## config.mk

```make
export PLATFORM = sky130hd
export DESIGN_NAME = reg_file16
export DESIGN_NICKNAME = d
export VERILOG_FILES = /design/src/rtl/reg_file16.sv
export SDC_FILE = /design/constraint.sdc
export NUM_CORES = 1
export LEC_CHECK = 0
export ABC_AREA = 0
export BUFFER_PORTS_ARGS = -buffer_cell sky130_fd_sc_hd__buf_2
export CORE_UTILIZATION = 47
export DETAILED_ROUTE_END_ITERATION = 12
export PLACE_DENSITY = 0.68
export SETUP_SLACK_MARGIN = 0.1
export SYNTH_ARGS = -nofsm -noshare
export SYNTH_HDL_FRONTEND = slang
export SYNTH_SLANG_ARGS = --single-unit
```

## constraint.sdc

```tcl
create_clock -name clk -period 1.3 [get_ports clk]
set_input_delay 0.195 -clock clk [delete_from_list [all_inputs] [get_ports clk]]
set_output_delay 0.195 -clock clk [all_outputs]
set_load 0.005 [all_outputs]
```

## src/rtl/reg_file16.sv

```systemverilog
// reg_file16: 8x16 register file, two registered read ports, one write port,
// same-cycle write-to-read bypass and a per-register pending scoreboard.
module reg_file16 #(
   parameter int DATA_W   = 16,
   parameter int NUM_REGS = 8,
   parameter int ADDR_W   = 3
) (
   input  logic              clk,
   input  logic              rst_n,
   input  logic              rd_en,
   input  logic [ADDR_W-1:0] rd_addr_a,
   input  logic [ADDR_W-1:0] rd_addr_b,
   input  logic              wr_en,
   input  logic [ADDR_W-1:0] wr_addr,
   input  logic [DATA_W-1:0] wr_data,
   input  logic              rsv_en,
   input  logic [ADDR_W-1:0] rsv_addr,
   output logic [DATA_W-1:0] rd_data_a,
   output logic [DATA_W-1:0] rd_data_b,
   output logic              rd_busy_a,
   output logic              rd_busy_b,
   output logic              rd_valid
);
   logic [DATA_W-1:0]   r_regs [1:NUM_REGS-1];
   logic [DATA_W-1:0]   w_regs [NUM_REGS];
   logic [NUM_REGS-1:0] r_pend;
   logic [NUM_REGS-1:0] w_pend_nxt;
   logic                w_wr_ok;
   logic                w_rsv_ok;
   logic                w_byp_a;
   logic                w_byp_b;
   logic [DATA_W-1:0]   w_data_a;
   logic [DATA_W-1:0]   w_data_b;
   assign w_wr_ok  = wr_en && (wr_addr != '0);
   assign w_rsv_ok = rsv_en && (rsv_addr != '0);
   assign w_regs[0] = '0;
   genvar g;
   generate
      for (g = 1; g < NUM_REGS; g++) begin : g_reg
         always_ff @(posedge clk or negedge rst_n) begin
            if (!rst_n) r_regs[g] <= '0;
            else if (w_wr_ok && wr_addr == ADDR_W'(g)) r_regs[g] <= wr_data;
         end
         assign w_regs[g] = r_regs[g];
      end
      // Reservation is applied after the clear so a same-address issue wins.
      for (g = 0; g < NUM_REGS; g++) begin : g_pend
         assign w_pend_nxt[g] = (r_pend[g] && !(w_wr_ok && wr_addr == ADDR_W'(g)))
                              || (w_rsv_ok && rsv_addr == ADDR_W'(g));
      end
   endgenerate
   always_ff @(posedge clk or negedge rst_n) begin
      if (!rst_n) r_pend <= '0;
      else r_pend <= w_pend_nxt;
   end
   always_comb begin
      w_byp_a  = w_wr_ok && (wr_addr == rd_addr_a);
      w_byp_b  = w_wr_ok && (wr_addr == rd_addr_b);
      w_data_a = w_byp_a ? wr_data : w_regs[rd_addr_a];
      w_data_b = w_byp_b ? wr_data : w_regs[rd_addr_b];
   end
   always_ff @(posedge clk or negedge rst_n) begin
      if (!rst_n) begin
         rd_data_a <= '0;
         rd_data_b <= '0;
         rd_busy_a <= 1'b0;
         rd_busy_b <= 1'b0;
         rd_valid  <= 1'b0;
      end else begin
         rd_valid <= rd_en;
         if (rd_en) begin
            rd_data_a <= w_data_a;
            rd_data_b <= w_data_b;
            rd_busy_a <= w_pend_nxt[rd_addr_a];
            rd_busy_b <= w_pend_nxt[rd_addr_b];
         end
      end
   end
endmodule
```

==> results.json <==
{
  "p_sw_share_pct": 28.0,
  "vdd_drop_max_mv": 0.939,
  "finalWorstSetupSlack_ns": -0.0341,
  "crit_type": "reg2reg",
  "drv_slew": 0,
  "seq_power_share_pct": 41.0,
  "placed_cells": 962,
  "clockBufferDepth": 2,
  "p_int_w": 0.0118,
  "place.gp.congestion": 0.843,
  "grt_max_degree": 51,
  "reg2reg_slack_ns": -0.03,
  "holdPathStages": 2,
  "rsz0062_at_grt": "yes",
  "worst_slew_pin_slew_ns": 0.477,
  "setup_tns_ns": -0.197,
  "muxShareOfSynthArea_pct": 31.3,
  "synth_cells": 656,
  "final_cells": 1009,
  "clk_pin_slew_worst_paths_ns": 0.06,
  "drt_iter0_drc": 538,
  "wl_per_cell_um": 24.3,
  "rr_startpoint": "r_regs[56]",
  "hold_viol_final": 0,
  "dieArea_mm2": 0.0185,
  "grt_pass1_wl_mm": 37.7,
  "hold_class": "in2reg",
  "post-place-ws_ns": -0.281,
  "synth_seq_cells": 155,
  "routed_via_density": 6.34,
  "post-dp-hpwl_mm": 15.6,
  "synthTopCellsByArea": "dfrtp_1 46%, mux2_2 17%, mux4_2 8.5%",
  "max_cap_violations": 0,
  "arrival_ns": 1.69,
  "cts-root-buf": "clkbuf_16",
  "syn_avg_cell_area_um2": 12.9,
  "synth_fa_ha_area_share_pct": 0,
  "slowest_stage": "mux4_2",
  "antenna_cells": 0,
  "die_h_um": 136,
  "final_antenna_net_count": 0,
  "max_clock_freq_mhz": 750,
  "synthSimpleGateAreaFrac_pct": 5.95,
  "core_mm2": 0.0174,
  "fill_cells": 1323,
  "setup_violations": 11,
  "path_cells": "mux2i_1 -> mux4_2 -> a21o_1 -> a21oi_1",
  "ys_types": 54,
  "cts_tree": "yes",
  "failed_checks": "setup timing",
  "fin_crit_ns": 1.33,
  "synth_compound_area_share_pct": 11.6,
  "rows": 48,
  "fin_crit_sh_pct": 103,
  "r2r_cells": 4,
  "synth_edf_count": 0,
  "wirelength_mm": 24.5,
  "worst_hold_path.endpoint": "r_pend[2]",
  "critPathMaxFanout": 3,
  "seq_area_mm2": 0.00388,
  "cts-htree-levels": 4,
  "endpoint_kind": "flip-flop",
  "power_leakage_nw": 4.76,
  "finalNetCount": 804,
  "p_per_area_mw_per_mm2": 1540,
  "grt_pass1_vias": 6622,
  "synth_xor_area_share_pct": 0.504,
  "num_io_pins": 68,
  "final.setup_skew_ns": 0.00731,
  "async_flop_share_pct": 100,
  "hp-start": "rsv_addr[2]",
  "power.share.combinational_pct": 24.6,
  "start_util_pct": 48.4,
  "status": "finished, violations left",
  "grt_usage_pct": 27.9,
  "drc": 0,
  "synth.most_common_cell": "dfrtp_1",
  "synth_commonest_cells": "155 x dfrtp_1, 128 x mux2_2, 48 x mux2i_1",
  "clock_latency_ns": 0.44,
  "layout-drive-gt1-share_pct": 49.4,
  "start_kind": "flip-flop",
  "pwr-share-clk_pct": 34.4,
  "max-slew-margin-rel_pct": 68.1,
  "antenna_found_initial": 0,
  "syn-num-nets": 689,
  "power.net_switching_w": 0.00456,
  "drt_pre_antenna_iters": 5,
  "synth_top_family_by_area": "multiplexers",
  "worst_ep_required_time_ns": 1.66,
  "multi_input_area_mm2": 0.00445,
  "syn2layout_area_growth_pct": 25.9,
  "netlist_area_mm2": 0.00843,
  "r2r_end": "rd_data_a[8]",
  "crit_path_max_incr_delay_ns": 0.49,
  "synthDominantCellAreaShare_pct": 46.0,
  "grt-ovfl-total": 0,
  "dieWidth_um": 136,
  "port_buffers": 67,
  "yosys.area.top_type": "dfrtp_1",
  "synth-main-ff-cell": "dfrtp_1",
  "ys_warn_count": 0,
  "route.vias.total": 6395,
  "numCtsBuffers": 17,
  "synth_seq_area_share_pct": 46.0,
  "clock-sinks": 155
}
==> state kept, by name, summed over array words and instances (netlist names) <==
register	count
rd_valid	1
rd_data_b	16
rd_busy_b	1
rd_data_a	16
rd_busy_a	1
r_regs	112
r_pend	8
==> metrics by stage <==
stage	utilization, %	hold slack [ns]	total power [W]	area, um2
after global placement	55.8	0.0857	0.0102	9720
after CTS	60.3	0.108	0.0162	10500
after global routing	61.0	0.111	0.0169	10600
after floorplan	-	-0.101	0.00904	8770
after detailed placement	55.8	0.0894	0.0104	9720
final	61.0	0.109	0.0163	10600
==> kinds of logic (layout without fill, tap and decap cells) <==
kind of cell    after synthesis  in the layout
xor+xnor                      4              4
buf+inv                      67            195
flops                       155            155
simple gates                 84             84
compound gates              138            138
mux                         208            208
==> worst max path at each step <==
| stage | from | slack [ns] | cells after the start | to |
|---|---|---|---|---|
| after floorplan | rd_addr_a[1] | -0.06 | 7 | rd_data_a[5] |
| after global placement | rd_addr_b[1] | -0.25 | 6 | rd_data_b[10] |
| after detailed placement | rd_addr_b[1] | -0.28 | 6 | rd_data_b[10] |
| after CTS | r_regs[105] | -0.03 | 4 | rd_data_a[9] |
| after global routing | r_regs[6] | -0.09 | 4 | rd_data_a[6] |
| final | r_regs[56] | -0.03 | 4 | rd_data_a[8] |
==> per-layer routing <==
layer	global-route usage (%)	up-vias	wire (um)	part of all wire (%)
li1	-	2720	-	-
met1	36.2	3373	10300	42
met2	44.7	251	12000	49
met3	6.97	51	1580	6.5
met4	11.0	0	572	2.3
met5	0	-	0	0
==> power by group through the flow <==
| stage | sequential, W | combinational, W | clock (W) |
|---|---|---|---|
| after floorplan | 0.00645 | 0.00259 | 0 |
| after global placement | 0.00664 | 0.00360 | 0 |
| after detailed placement | 0.00670 | 0.00372 | 0 |
| after CTS | 0.00664 | 0.00390 | 0.00565 |
| after global routing | 0.00677 | 0.00431 | 0.00585 |
| final | 0.00669 | 0.00402 | 0.00561 |
==> cell type report <==
type                       instances  area share (%)
inverter                           9           0.318
multi-input combinational        434            41.9
timing repair buffer             154            12.3
clock buffer                      19            4.26
sequential                       155            36.5
clock inverter                    13            2.01
tap                              225            2.65
==> critical path, delay by kind of cell (launching register included) <==
kind / cells / cell delay [ns]
multiplexers: 2 / 0.58
flip-flops: 1 / 0.40
AO/OA/AOI/OAI: 2 / 0.28
==> repair_timing <==
item | in CTS | in global routing
hold buffers | 1 | 0
buffers inserted | 7 | 7
pin swaps | 9 | 7
gates resized for setup | 24 | 16
endpoints found under the hold margin | 155 | 0
setup endpoints to repair | 33 | 39
==> cell usage in the layout, fill, tap and decap left out, types with 11 or more instances in the layout <==
cell,count
a21o_1,17
buf_12,24
nor2_1,21
mux4_2,32
o21ai_1,28
buf_4,61
mux2_4,43
mux2i_1,48
a41oi_1,15
nand2_1,11
a31oi_1,18
mux2_2,85
a21oi_2,13
a221o_1,16
nor2b_1,21
dfrtp_1,155
clkbuf_16,17
buf_2,65
No activity file was read; power rests on OpenSTA's default activity.
